==> src/rtl/cache_ctrl_pkg.sv <==
// Shared types and constants for the cache line controller.
//   state_t        controller FSM states
//   Out*           bit positions inside the registered output vector
//   state_outputs  Moore decode of a state into the output vector
package cache_ctrl_pkg;

  typedef enum logic [3:0] {
    IDLE      = 4'd0,
    READ      = 4'd1,
    WRITE     = 4'd2,
    FILL_REQ  = 4'd3,
    FILL_WAIT = 4'd4,
    FILL_WR   = 4'd5,
    RD_DONE   = 4'd6,
    WR_REQ    = 4'd7,
    WR_WAIT   = 4'd8,
    WR_DONE   = 4'd9
  } state_t;

  localparam int unsigned OutW       = 6;
  localparam int unsigned OutDReady  = 0;
  localparam int unsigned OutWe      = 1;
  localparam int unsigned OutMStrobe = 2;
  localparam int unsigned OutMrw     = 3;
  localparam int unsigned OutRSel    = 4;
  localparam int unsigned OutWSel    = 5;

  // wr_cache selects whether the final write-through also updates the cache line.
  function automatic logic [OutW-1:0] state_outputs(state_t st, logic wr_cache);
    logic [OutW-1:0] o;
    o = '0;
    case (st)
      FILL_REQ: o[OutMStrobe] = 1'b1;
      FILL_WR: begin
        o[OutWe]   = 1'b1;
        o[OutWSel] = 1'b1;
      end
      RD_DONE: o[OutDReady] = 1'b1;
      WR_REQ: begin
        o[OutMStrobe] = 1'b1;
        o[OutMrw]     = 1'b1;
        o[OutRSel]    = 1'b1;
      end
      WR_WAIT: begin
        o[OutMrw]  = 1'b1;
        o[OutRSel] = 1'b1;
      end
      WR_DONE: begin
        o[OutDReady] = 1'b1;
        o[OutMrw]    = 1'b1;
        o[OutRSel]   = 1'b1;
        o[OutWe]     = wr_cache;
      end
      default: o = '0;
    endcase
    return o;
  endfunction

endpackage

==> src/rtl/wait_state_ctr.sv <==
// Memory wait-state down-counter.
//   clk_i       clock, rising edge
//   reset_i     synchronous active-high reset, clears the count
//   load_i      load load_val_i (has priority over dec_i)
//   load_val_i  value to load
//   dec_i       decrement by one, saturating at zero
//   zero_o      count is zero
module wait_state_ctr #(
  parameter int unsigned CNT_W = 3
) (
  input  logic             clk_i,
  input  logic             reset_i,
  input  logic             load_i,
  input  logic [CNT_W-1:0] load_val_i,
  input  logic             dec_i,
  output logic             zero_o
);

  logic [CNT_W-1:0] cnt_q;

  always_ff @(posedge clk_i) begin
    if (reset_i) begin
      cnt_q <= '0;
    end else if (load_i) begin
      cnt_q <= load_val_i;
    end else if (dec_i && (cnt_q != '0)) begin
      cnt_q <= cnt_q - CNT_W'(1);
    end
  end

  assign zero_o = (cnt_q == '0);

endmodule

==> src/rtl/cache_line_ctrl.sv <==
// Cache line controller: multi-word line fills, programmable memory wait, write-through with
// selectable write-allocate.
//   clk, reset          clock and synchronous active-high reset
//   Strobe, DRW         CPU request valid and direction (1 = write)
//   M, V                tag match and line valid for the current address
//   DReady              CPU access complete
//   W, WSel, FillWord   cache write enable, write source (1 = memory), word index in line
//   MStrobe, MRW, RSel  memory request pulse, memory direction, CPU data onto memory bus
module cache_line_ctrl
  import cache_ctrl_pkg::*;
#(
  parameter int unsigned WAIT_CYCLES = 4,
  parameter int unsigned LINE_WORDS  = 4,
  parameter int unsigned WRITE_ALLOC = 0,
  localparam int unsigned FW_W  = (LINE_WORDS > 1) ? $clog2(LINE_WORDS) : 1,
  localparam int unsigned CNT_W = $clog2(WAIT_CYCLES + 1)
) (
  input  logic            clk,
  input  logic            reset,
  input  logic            Strobe,
  input  logic            DRW,
  input  logic            M,
  input  logic            V,
  output logic            DReady,
  output logic            W,
  output logic            MStrobe,
  output logic            MRW,
  output logic            RSel,
  output logic            WSel,
  output logic [FW_W-1:0] FillWord
);

  localparam logic [FW_W-1:0]  LastWord = FW_W'(LINE_WORDS - 1);
  localparam logic [CNT_W-1:0] WaitLoad = CNT_W'(WAIT_CYCLES - 1);

  state_t            state_q, state_d;
  logic [FW_W-1:0]   word_cnt_q, word_cnt_d;
  logic              hit_q, hit_d;
  logic              wpend_q, wpend_d;
  logic [OutW-1:0]   out_q, out_d;
  logic [FW_W-1:0]   fill_word_q, fill_word_d;
  logic              wait_load, wait_dec, wait_zero;

  wait_state_ctr #(
    .CNT_W(CNT_W)
  ) u_wait_ctr (
    .clk_i     (clk),
    .reset_i   (reset),
    .load_i    (wait_load),
    .load_val_i(WaitLoad),
    .dec_i     (wait_dec),
    .zero_o    (wait_zero)
  );

  always_comb begin
    state_d    = state_q;
    word_cnt_d = word_cnt_q;
    hit_d      = hit_q;
    wpend_d    = wpend_q;
    wait_load  = 1'b0;
    wait_dec   = 1'b0;
    case (state_q)
      IDLE: begin
        if (Strobe) state_d = DRW ? WRITE : READ;
      end
      READ: begin
        if (M && V) begin
          state_d = IDLE;
        end else begin
          word_cnt_d = '0;
          state_d    = FILL_REQ;
        end
      end
      WRITE: begin
        hit_d = M && V;
        if ((M && V) || (WRITE_ALLOC == 0)) begin
          state_d = WR_REQ;
        end else begin
          wpend_d    = 1'b1;
          word_cnt_d = '0;
          state_d    = FILL_REQ;
        end
      end
      FILL_REQ: begin
        wait_load = 1'b1;
        state_d   = FILL_WAIT;
      end
      FILL_WAIT: begin
        if (wait_zero) state_d = FILL_WR;
        else           wait_dec = 1'b1;
      end
      FILL_WR: begin
        if (word_cnt_q == LastWord) begin
          state_d = wpend_q ? WR_REQ : RD_DONE;
        end else begin
          word_cnt_d = word_cnt_q + FW_W'(1);
          state_d    = FILL_REQ;
        end
      end
      RD_DONE: state_d = IDLE;
      WR_REQ: begin
        wait_load = 1'b1;
        state_d   = WR_WAIT;
      end
      WR_WAIT: begin
        if (wait_zero) state_d = WR_DONE;
        else           wait_dec = 1'b1;
      end
      WR_DONE: begin
        wpend_d = 1'b0;
        state_d = IDLE;
      end
      default: state_d = IDLE;
    endcase
  end

  // Outputs are decoded from the next state so they are registered yet aligned with the state.
  always_comb begin
    out_d       = state_outputs(state_d, hit_d | wpend_d);
    fill_word_d = ((state_d == FILL_REQ) || (state_d == FILL_WR)) ? word_cnt_d : '0;
  end

  always_ff @(posedge clk) begin
    if (reset) begin
      state_q     <= IDLE;
      word_cnt_q  <= '0;
      hit_q       <= 1'b0;
      wpend_q     <= 1'b0;
      out_q       <= '0;
      fill_word_q <= '0;
    end else begin
      state_q     <= state_d;
      word_cnt_q  <= word_cnt_d;
      hit_q       <= hit_d;
      wpend_q     <= wpend_d;
      out_q       <= out_d;
      fill_word_q <= fill_word_d;
    end
  end

  // A read hit completes in READ itself, so DReady there follows M&V directly.
  assign DReady   = out_q[OutDReady] | ((state_q == READ) & M & V);
  assign W        = out_q[OutWe];
  assign MStrobe  = out_q[OutMStrobe];
  assign MRW      = out_q[OutMrw];
  assign RSel     = out_q[OutRSel];
  assign WSel     = out_q[OutWSel];
  assign FillWord = fill_word_q;

endmodule

==> config.mk <==
export PLATFORM = sky130hd
export DESIGN_NAME = cache_line_ctrl
export DESIGN_NICKNAME = d
export VERILOG_FILES = /design/src/rtl/cache_ctrl_pkg.sv /design/src/rtl/wait_state_ctr.sv /design/src/rtl/cache_line_ctrl.sv
export SDC_FILE = /design/constraint.sdc
export NUM_CORES = 1
export LEC_CHECK = 0
export ABC_AREA = 1
export BUFFER_PORTS_ARGS = -buffer_cell sky130_fd_sc_hd__buf_2
export CAP_MARGIN = 20
export CORE_MARGIN = 2
export CORE_UTILIZATION = 40
export CTS_CLUSTER_DIAMETER = 50
export CTS_CLUSTER_SIZE = 10
export DETAILED_ROUTE_END_ITERATION = 8
export PLACE_DENSITY = 0.65
export SLEW_MARGIN = 20
export SYNTH_ARGS = -nofsm -noshare
export SYNTH_HDL_FRONTEND = slang
export SYNTH_SLANG_ARGS = --single-unit
==> constraint.sdc <==
create_clock -name clk -period 3.8 [get_ports clk]
set_input_delay 0.19 -clock clk [delete_from_list [all_inputs] [get_ports clk]]
set_output_delay 0.19 -clock clk [all_outputs]
set_load 0.01 [all_outputs]
==> results of run 1 <==
-- routing by layer --
metal | GRT usage (%) | up-vias | part of all wire, %
li1 | - | 451 | -
met1 | 22.2 | 396 | 44
met2 | 27.2 | 42 | 46
met3 | 3.45 | 7 | 7.5
met4 | 9.21 | 0 | 2.5
met5 | 0 | - | 0
-- synthesized netlist by cell type (all sizes together) --
master	instances	area, um2
dfxtp	18	360
a31oi	1	6.26
nand4	1	6.26
clkbuf	1	3.75
nor3	2	10.0
o21ai	5	25.0
ha	2	25.0
buf	1	7.51
xor2	1	8.76
nand3	12	65.1
nand2	26	100
inv	27	101
nor2	26	123
or2	1	6.26
o21a	1	7.51
a21oi	9	45.0
o31a	1	8.76
nand3b	1	7.51
-- state kept, by name (all words and copies together), names as in the netlist --
signal / cells
FillWord: 2
hit_q: 1
out_q: 5
state_q: 4
u_wait_ctr.cnt_q: 3
word_cnt_q: 2
wpend_q: 1
-- worst min path at each step --
| stage | slack, ns | cells after the start | end |
|---|---|---|---|
| 2_1_floorplan | 0.26 | 1 | u_wait_ctr.cnt_q[0] |
| 3_3_place_gp | 0.45 | 2 | u_wait_ctr.cnt_q[2] |
| 3_5_place_dp | 0.45 | 2 | u_wait_ctr.cnt_q[2] |
| 4_1_cts | 0.22 | 2 | word_cnt_q[1] |
| 5_1_grt | 0.22 | 2 | word_cnt_q[1] |
| 6_report | 0.22 | 2 | word_cnt_q[1] |
-- report_power, final --
| group | internal, W | switching, W |
|---|---|---|
| Combinational | 0.000109 | 0.000217 |
| Sequential | 0.000226 | 0.0000360 |
| Clock | 0.0000585 | 0.0000626 |
-- stage by stage --
stage / area, um2 / instances / hold slack (ns)
after CTS: 1040 / 179 / 0.218
after detailed placement: 1010 / 175 / 0.454
after floorplan: 917 / 136 / 0.259
after global placement: 1010 / 175 / 0.451
final: 1040 / 179 / 0.216
after global routing: 1040 / 179 / 0.218
-- area by class of cell --
| cell class | count | area (um2) |
|---|---|---|
| fillers | 231 | 1150 |
| multi-input cells | 89 | 444 |
| flip-flops and latches | 18 | 360 |
| inverters | 27 | 101 |
| repair buffers | 13 | 65.1 |
| clock buffers | 4 | 36.3 |
| well taps | 28 | 35.0 |
-- worst register-to-register path, cell delays in order (launching register included) --
cell and delay (ns):
dfxtp_1 0.35, inv_1 0.05, ha_1 0.19, ha_1 0.19, nor2_1 0.19, inv_1 0.06, nand2_1 0.08, nand2_1 0.06
nor2_2 0.13, nand2_1 0.07, a21oi_1 0.11
-- logic make-up (layout without fill, tap and decap cells) --
family,count (synthesis),after routing,share of synthesized area [%]
AND/OR/NAND/NOR,69,69,34.7
buffers and inverters,29,44,12.3
AO/OA/AOI/OAI,17,17,10.1
flip-flops,18,18,39.3
XOR/XNOR,1,1,0.955
adder cells (fa/ha/maj),2,2,2.73
==> reports/metrics.cfg, run 1 <==
[timing]
layout_setup_ws_ns = 2.25
slew_viol_final = 0
tns_ns = 0
slew_headroom_pct = 75.4
rsz0062_at_grt = false
fin_crit_sh_pct = 40.8
finalSetupViolCount = 0
worst_pin_slew_ns = 0.368
finalClockSkew_ns = 0.00323
hold_violations = 0
fmax_ghz = 0.645
period_minus_slack_ns = 1.55

[finish]
diodes = 0
area.growth.synth_to_final_pct = 13.6
final_core_util_pct = 47.6
layout_commonest_cell = nand2_1
nNetsFinal = 160
layout_common_cells = nand2_1 (25), inv_1 (24), nor2_1 (20)
layout-drive-gt1-share_pct = 18.5

[critical_path]
critPathMaxFanout = 6
startpoint_type = flip-flop
cp-endpoint = DReady
r2r_start = u_wait_ctr.cnt_q[0]
r2r-end = out_q[0]
crit_arrival_ns = 1.36
critPathBufInv = 2
endpoint_kind = primary output
worst_ep_required_time_ns = 3.61
path_cells = inv_2 > nor2_4 > nand3_1 > nand2_1 > buf_2
crit_type = reg2out
critPathMaxStageDelay_ns = 0.47
worstSetupStartpoint = state_q[0]
crit_family = flip-flops
worst-path-stages = 5
reg2reg_slack_ns = 2.25
cp_slowest_cell = dfxtp_1
worstRegToRegCells = 10

[global_route]
grt_max_degree = 16
grt_pass1_vias = 786
grt_pass1_wl_um = 3370
track_usage_pct = 17.3
antenna_found_initial = 0
grt_remaining_overflow = 0

[die]
die_width_um = 51.9
io_pins = 14
rows = 17
core_region_area_um2 = 2190
initial_utilization_pct = 41.9
die_h_um = 51.9
die_area_um2 = 2690

[detailed_routing]
via_per_inst = 5.01
routed_wirelength_um = 1960
num_vias = 896
drt-pass1-iter-count = 4
drtIter0Drc = 35
drc = 0
wl_per_cell_um = 10.9
ant_nets = 0

[clock_tree]
root_buffer = clkbuf_4
cts_hold_buf = 0
post-cts-setup-buffer-count = 0
post_cts_resized = 0
cts_tree = done
cts_max_level = 1
cts_made_buffers = 3
clock_latency_ns = 0.30
cts.sinks = 18
path_clk_slew_ns = 0.10
cts_buffer_depth = 2

[logic_synthesis]
synth_area_um2 = 917
synth-seq-area-share_pct = 39.3
synth_cell_types = 24
synthCells = 136
avgSynthCellArea_um2 = 6.74
synthesis.nets = 144
yosys_warnings = 0
ys_ff_latch = 18

[power_and_ir_drop]
ir_drop_v = 0.000305
p_leak_nw = 0.506
report.power.total_w = 0.000708
p_per_area_nw_per_um2 = 680

[run]
cap_violations = 0

[worst_hold_path]
holdCritStartpoint = reset
hp-class = in2reg

[status]
status = finished, final reports clean

[placed_design]
dp_slack_ns = 2.29
portBuffers = 13
gp_congestion = 0.841
hpwl_um = 1480

Power figures use the tool's default switching activity.
==> run 2: changes to the inputs <==
--- a/config.mk
+++ b/config.mk
@@ -5,7 +5,7 @@
 export SDC_FILE = /design/constraint.sdc
 export NUM_CORES = 1
 export LEC_CHECK = 0
-export ABC_AREA = 1
+export ABC_AREA = 0
 export BUFFER_PORTS_ARGS = -buffer_cell sky130_fd_sc_hd__buf_2
 export CAP_MARGIN = 20
 export CORE_MARGIN = 2
==> constraint.sdc (replaced) <==
create_clock -name clk -period 1.54 [get_ports clk]
set_input_delay 0.077 -clock clk [delete_from_list [all_inputs] [get_ports clk]]
set_output_delay 0.077 -clock clk [all_outputs]
set_load 0.01 [all_outputs]
==> run 2 against run 1 <==
Synthesized cell count is 29% lower. Via count is 15% lower. Register-to-register slack worse by 2.2 ns. Die area is 2.4% lower. Design area is 8.9% higher. Combinational power grew to 3.1 times the previous value. Critical path depth is 1 higher. Non-clock buffer count is 9 higher. Routed wire length is 0.51% lower. Sequential power is 150% higher. Total power grew to 2.7 times the previous value. Critical path type is now reg2reg. Critical endpoint is now out_q[2].
==> reports/metrics.cfg, run 2 <==
[status]
status = finished, final reports clean

[detailed_routing]
num_vias = 764  ; -15%
ant_nets = 0  ; unchanged
drt-pass1-iter-count = 4  ; unchanged
drtIter0Drc = 15  ; -57%
via_per_inst = 5.31  ; +6.0%
wl_per_cell_um = 13.5  ; +24%
drc = 0  ; unchanged
routed_wirelength_um = 1950  ; -0.51%

[die]
io_pins = 14  ; unchanged
initial_utilization_pct = 41.2  ; -0.69 points
core_region_area_um2 = 2170  ; -0.97%
die_area_um2 = 2630  ; -2.4%
rows = 17  ; unchanged
die_h_um = 51.3  ; -1.2%
die_width_um = 51.3  ; -1.2%

[timing]
tns_ns = 0  ; unchanged
slew_headroom_pct = 78.9  ; +3.5 points
rsz0062_at_grt = true
slew_viol_final = 0  ; unchanged
worst_pin_slew_ns = 0.315  ; -0.0528 ns
period_minus_slack_ns = 1.48
finalClockSkew_ns = 0.00601  ; +0.00278 ns
fin_crit_sh_pct = 96.1
hold_violations = 0  ; unchanged
finalSetupViolCount = 0  ; unchanged
fmax_ghz = 0.676

[clock_tree]
cts_made_buffers = 3  ; unchanged
cts_tree = done
cts_hold_buf = 0  ; unchanged
clock_latency_ns = 0.29  ; about the same
cts.sinks = 18  ; unchanged
cts_buffer_depth = 2  ; unchanged
root_buffer = clkbuf_4
path_clk_slew_ns = 0.11  ; about the same
cts_max_level = 1  ; unchanged

[global_route]
grt_remaining_overflow = 0  ; unchanged
use_met2_pct = 26.6  ; -0.59 points
use_met3_pct = 4.68  ; +1.2 points
grt_pass1_vias = 708  ; -9.9%
use_met1_pct = 17.5  ; -4.7 points
grt_max_degree = 14  ; -2
track_usage_pct = 15.8  ; -1.5 points
grt-busiest-layer = met2
grt_pass1_wl_um = 3050  ; -9.6%
antenna_found_initial = 0  ; unchanged

[critical_path]
endpoint_kind = flip-flop
path_cells = and4bb_1 > a21oi_2 > o32ai_4 > buf_6 > nor2b_2 > and2b_1
crit_type = reg2reg
critPathMaxStageDelay_ns = 0.38  ; -0.09 ns
crit_family = simple AND/OR/NAND/NOR gates
critPathBufInv = 1  ; -1
worst_ep_required_time_ns = 1.79  ; -1.82 ns
startpoint_type = flip-flop
critPathMaxFanout = 7  ; +1
crit_arrival_ns = 1.73  ; +0.37 ns
cp_slowest_cell = dfxtp_4

[power_and_ir_drop]
p_leak_nw = 0.461  ; -8.8%
ir_drop_v = 0.000854  ; +180%
p_int_w = 0.00121  ; +210%
clkPwrFrac_pct = 15.1  ; -2.0 points
p_sw_share_pct = 37.3  ; -7.2 points
switchingPower_w = 0.000722  ; +130%
p_seq_share_pct = 33.4  ; -3.6 points
p_per_area_nw_per_um2 = 1700  ; +150%
p_comb_share_pct = 51.5  ; +5.6 points

[logic_synthesis]
synthCells = 96  ; -29%
synth_area_leader_cell = dfxtp_1
synth_common_cells = dfxtp_1 (18), a21oi_1 (9), nor2_1 (9)
synth-seq-area-share_pct = 40.3  ; +1.0 points
ys_ff_latch = 18  ; unchanged
synth_area_leaders = dfxtp_1 (40%), a21oi_1 (5.0%), nor2_1 (3.8%), o32ai_4 (3.1%), and4bb_1 (2.8%)
yosys_warnings = 0  ; unchanged
avgSynthCellArea_um2 = 9.31  ; +38%
async_reset_ff_share_pct = 0  ; unchanged
synth_cell_types = 37  ; +54%
synth_edf_count = 0  ; unchanged
synthesis.nets = 104  ; -28%
synth_top_cell_area_share_pct = 40.3  ; +1.0 points
synth-main-ff-cell = dfxtp_1
synth_area_um2 = 893  ; -2.6%
synth.most_common_cell = dfxtp_1

[placed_design]
portBuffers = 13  ; unchanged
gp_congestion = 0.748  ; -11%
hpwl_um = 1310  ; -11%
dp_cells = 137  ; -22%

[finish]
layout-drive-gt1-share_pct = 43.1  ; +25 points
layout_common_cells = dfxtp_1 (13), buf_2 (13), nor2_1 (9)
largest_reg_flops = 5  ; unchanged
largest_registers = out_q: 5 flops, state_q: 4 flops, u_wait_ctr.cnt_q: 3 flops
nNetsFinal = 125  ; -22%
fin_cells = 144  ; -20%
fillers = 208  ; -10%
regMostFlops = out_q
diodes = 0  ; unchanged
area.growth.synth_to_final_pct = 27.0

[worst_hold_path]
hp-class = in2reg

[run]
cap_violations = 0  ; unchanged

## run 2: routing by layer
metal | vias up | routed length, um
li1 | 378 | -
met1 | 367 | 853
met2 | 13 | 956
met3 | 6 | 90
met4 | 0 | 50
met5 | - | 0
## run 2: repair_timing
item / in CTS / in global routing
pin swaps: 0 / 5
buffers inserted: 0 / 3
gates resized for setup: 3 / 22
hold endpoints to repair: 0 / 0
endpoints found under the setup margin: 5 / 9
## run 2: final cells by class
class                   instances  area (um2)  area share [%]
multi-input cells              67         537            47.3
clock buffers                   4        36.3            3.20
flip-flops and latches         18         374            33.0
repair buffers                 22         134            11.8
inverters                       5        18.8            1.65
well taps                      28        35.0            3.09
## run 2: final timing paths
check        startpoint          to  slack, ns  cells past startpoint
max          state_q[0]    out_q[2]       0.06                      6
min               reset  state_q[0]       0.14                      2
max reg2reg  state_q[0]    out_q[2]       0.06                      6
min reg2reg     wpend_q     wpend_q       0.49                      2
## run 2: kinds of logic (layout without fill, tap and decap cells)
logic type      Yosys count  after routing  share of synthesized area [%]
simple gates             39             39                           28.1
compound gates           22             22                           18.1
flops                    18             18                           40.3
buf+inv                  11             31                           6.44
xor+xnor                  3              3                           2.94
fa+ha+maj                 2              2                           2.80
mux                       1              1                           1.26
## run 2: stage by stage
step / utilization, % / area [um2] / worst slack (ns) / hold WS [ns] / power [W]
after floorplan: - / 893 / 0.104 / 0.157 / 0.00123
after global placement: 46.1 / 1000 / 0.00648 / 0.417 / 0.00141
after detailed placement: 46.1 / 1000 / -0.0381 / 0.430 / 0.00143
after CTS: 47.9 / 1040 / 0.0215 / 0.120 / 0.00173
after global routing: 52.3 / 1130 / -0.0336 / 0.139 / 0.00207
final: 52.3 / 1130 / 0.0604 / 0.139 / 0.00193
## run 2: power by group through the flow
stage	logic (W)	registers, W	clock network (W)
detailed placement	0.000777	0.000650	0
CTS	0.000780	0.000649	0.000297
finish	0.000996	0.000646	0.000292
global placement	0.000769	0.000645	0
global route	0.00109	0.000656	0.000327
floorplan	0.000635	0.000590	0
==> run 3: changes to the inputs <==
--- a/config.mk
+++ b/config.mk
@@ -8,12 +8,12 @@
 export ABC_AREA = 0
 export BUFFER_PORTS_ARGS = -buffer_cell sky130_fd_sc_hd__buf_2
 export CAP_MARGIN = 20
-export CORE_MARGIN = 2
 export CORE_UTILIZATION = 40
 export CTS_CLUSTER_DIAMETER = 50
 export CTS_CLUSTER_SIZE = 10
 export DETAILED_ROUTE_END_ITERATION = 8
 export PLACE_DENSITY = 0.65
+export RECOVER_POWER = 25
 export SLEW_MARGIN = 20
 export SYNTH_ARGS = -nofsm -noshare
 export SYNTH_HDL_FRONTEND = slang
==> run 3 against run 2 <==
Register-to-register slack worse by 0.03 ns. Sequential power hardly changed. Combinational power is 9.6% lower. Setup slack worse by 0.030 ns. First-iteration DRC count is 20% lower. Cell count is 0.69% lower. Die area is 7.7% lower. Routed wire length is 5.9% lower. Global-route usage is 0.61 points lower. Clock skew is 0.0030 ns lower. Critical path depth is 1 lower. Largest cell class unchanged. Highest routed layer unchanged.
==> reports/metrics.cfg, run 3 (synthesis gave the netlist of run 2 again) <==
[finish]
finish.instance_area_um2 = 1100  ; -2.9%
multi_input_area_um2 = 519  ; -3.3%
largest_reg_flops = 5  ; unchanged
regMostFlops = out_q
layout_common_cells = dfxtp_1 (12), nor2_1 (9), buf_2 (8)
fillers = 184  ; -12%
area.growth.synth_to_final_pct = 23.4
layout_commonest_cell = dfxtp_1
largest_registers = out_q: 5 flops, state_q: 4 flops, u_wait_ctr.cnt_q: 3 flops
layout-drive-gt1-share_pct = 37.1  ; -6.0 points
diodes = 0  ; unchanged
fin_cells = 143  ; -0.69%
nNetsFinal = 125  ; unchanged
register_area_um2 = 373  ; -0.33%

[placed_design]
place_area_um2 = 998  ; -0.13%
portBuffers = 13  ; unchanged
hpwl_um = 1310  ; -0.35%
gp_congestion = 0.764  ; +2.2%
dp_cells = 136  ; -0.73%
dp_slack_ns = -0.0246  ; +0.0135 ns

[critical_path]
path_cells = and4bb_1 > a21oi_2 > o32ai_4 > xnor2_1 > nor3b_1
cp_slowest_cell = o32ai_4
critPathBufInv = 0  ; -1
r2r-end = FillWord[0]
critPathMaxFanout = 6  ; -1
crit_family = simple AND/OR/NAND/NOR gates
crit_type = reg2reg
r2r_start = state_q[2]
reg2reg_slack_ns = 0.03  ; -0.03 ns
worstRegToRegCells = 5  ; -1
worstSetupStartpoint = state_q[2]
critPathMaxStageDelay_ns = 0.39  ; about the same
endpoint_kind = flip-flop
startpoint_type = flip-flop
worst_ep_required_time_ns = 1.76  ; -0.03 ns
crit_arrival_ns = 1.73  ; about the same

[die]
rows = 16  ; -1
initial_utilization_pct = 44.2  ; +3.0 points
die_h_um = 49.3  ; -3.9%
die_width_um = 49.3  ; -3.9%
io_pins = 14  ; unchanged
die_area_um2 = 2430  ; -7.7%
core_region_area_um2 = 2020  ; -6.8%

[worst_hold_path]
holdCritStartpoint = reset
hp-class = in2reg
holdPathStages = 2  ; unchanged
worstHoldEndpoint = state_q[0]

[clock_tree]
path_clk_slew_ns = 0.10  ; about the same
cts_tree = done
cts_made_buffers = 3  ; unchanged
cts.sinks = 18  ; unchanged
cts_hold_buf = 0  ; unchanged
cts_buffer_depth = 2  ; unchanged
root_buffer = clkbuf_4
clock_latency_ns = 0.29  ; about the same
cts_max_level = 1  ; unchanged

[detailed_routing]
routed_wirelength_um = 1830  ; -5.9%
ant_nets = 0  ; unchanged
via_per_inst = 5.22  ; -1.7%
drt-pass1-iter-count = 4  ; unchanged
num_vias = 746  ; -2.4%
wl_per_cell_um = 12.8  ; -5.3%
drtIter0Drc = 12  ; -3
drc = 0  ; unchanged

[timing]
fmax_ghz = 0.662  ; -2.0%
layout_setup_ws_ns = 0.0301  ; -0.0303 ns
finalClockSkew_ns = 0.00301  ; -0.00300 ns
period_minus_slack_ns = 1.51  ; +0.0303 ns
finalSetupViolCount = 0  ; unchanged
fin_crit_sh_pct = 98.0  ; +2.0 points
rsz0062_at_grt = true
slew_headroom_pct = 74.6  ; -4.3 points
hold_violations = 0  ; unchanged
slew_viol_final = 0  ; unchanged
hold_slack_ns = 0.118  ; -0.0203 ns
worst_pin_slew_ns = 0.381  ; +0.0657 ns

[global_route]
grt_remaining_overflow = 0  ; unchanged
grt_pass1_wl_um = 2850  ; -6.6%
track_usage_pct = 15.2  ; -0.61 points
grt_pass1_vias = 667  ; -5.8%
antenna_found_initial = 0  ; unchanged
grt_max_degree = 14  ; unchanged

[power_and_ir_drop]
p_leak_nw = 0.439  ; -4.8%
p_per_area_nw_per_um2 = 1670  ; -2.2%
ir_drop_v = 0.000975  ; +14%

[run]
cap_violations = 0  ; unchanged

[status]
status = finished, final reports clean

-- run 3: cell count changes in the layout (fill, tap and decap cells not counted), moves of 2 or more --
cell and change:
nor2b_2 -2, dfxtp_2 +2, clkbuf_1 +5, nor3b_1 +2, nor3b_2 -2, buf_2 -5
-- run 3: what timing repair did --
action                     CTS  global route
pin swaps                    0             5
buffers inserted             0             3
setup endpoints to repair    4             7
resized for setup            3            15
-- run 3: cell type report --
| cell class | instances | area share [%] |
|---|---|---|
| clock buffers | 4 | 3.29 |
| flip-flops and latches | 18 | 33.8 |
| repair buffers | 22 | 11.0 |
| well taps | 27 | 3.06 |
| multi-input cells | 67 | 47.1 |
| inverters | 5 | 1.70 |
-- run 3: worst reg2reg max path, cell delays in order (launching register included) --
cell and delay (ns):
dfxtp_4 0.38, and4bb_1 0.28, a21oi_2 0.05, o32ai_4 0.40
xnor2_1 0.15, nor3b_1 0.19
-- run 3: power breakdown --
part           leakage, nW  internal [W]  total, W  switching (W)
clock network       0.0210      0.000144  0.000293       0.000149
registers            0.149      0.000562  0.000645      0.0000826
logic                0.269      0.000446  0.000900       0.000454
-- run 3: worst max path at each step --
stage / endpoint / slack [ns] / cells past startpoint
final: FillWord[0] / 0.03 / 5
after global routing: out_q[2] / -0.02 / 5
after CTS: out_q[1] / 0.004 / 5
after detailed placement: out_q[2] / -0.02 / 5
after global placement: FillWord[0] / -0.03 / 5
after floorplan: out_q[1] / 0.10 / 6
-- run 3: metrics by stage --
stage	power (W)	util, %	TNS, ns
3_3_place_gp	0.00140	49.4	-0.0455
2_1_floorplan	0.00123	-	0
4_1_cts	0.00171	51.4	0
3_5_place_dp	0.00141	49.4	-0.0579
6_report	0.00184	54.5	0
5_1_grt	0.00196	54.5	-0.0625
-- run 3: per-layer routing --
layer / up-vias / track usage [%] / wire length (um)
met4: 0 / 4.41 / 20
met2: 25 / 25.8 / 839
met1: 342 / 19.5 / 906
li1: 374 / - / -
met3: 5 / 2.80 / 67
met5: - / 0 / 0
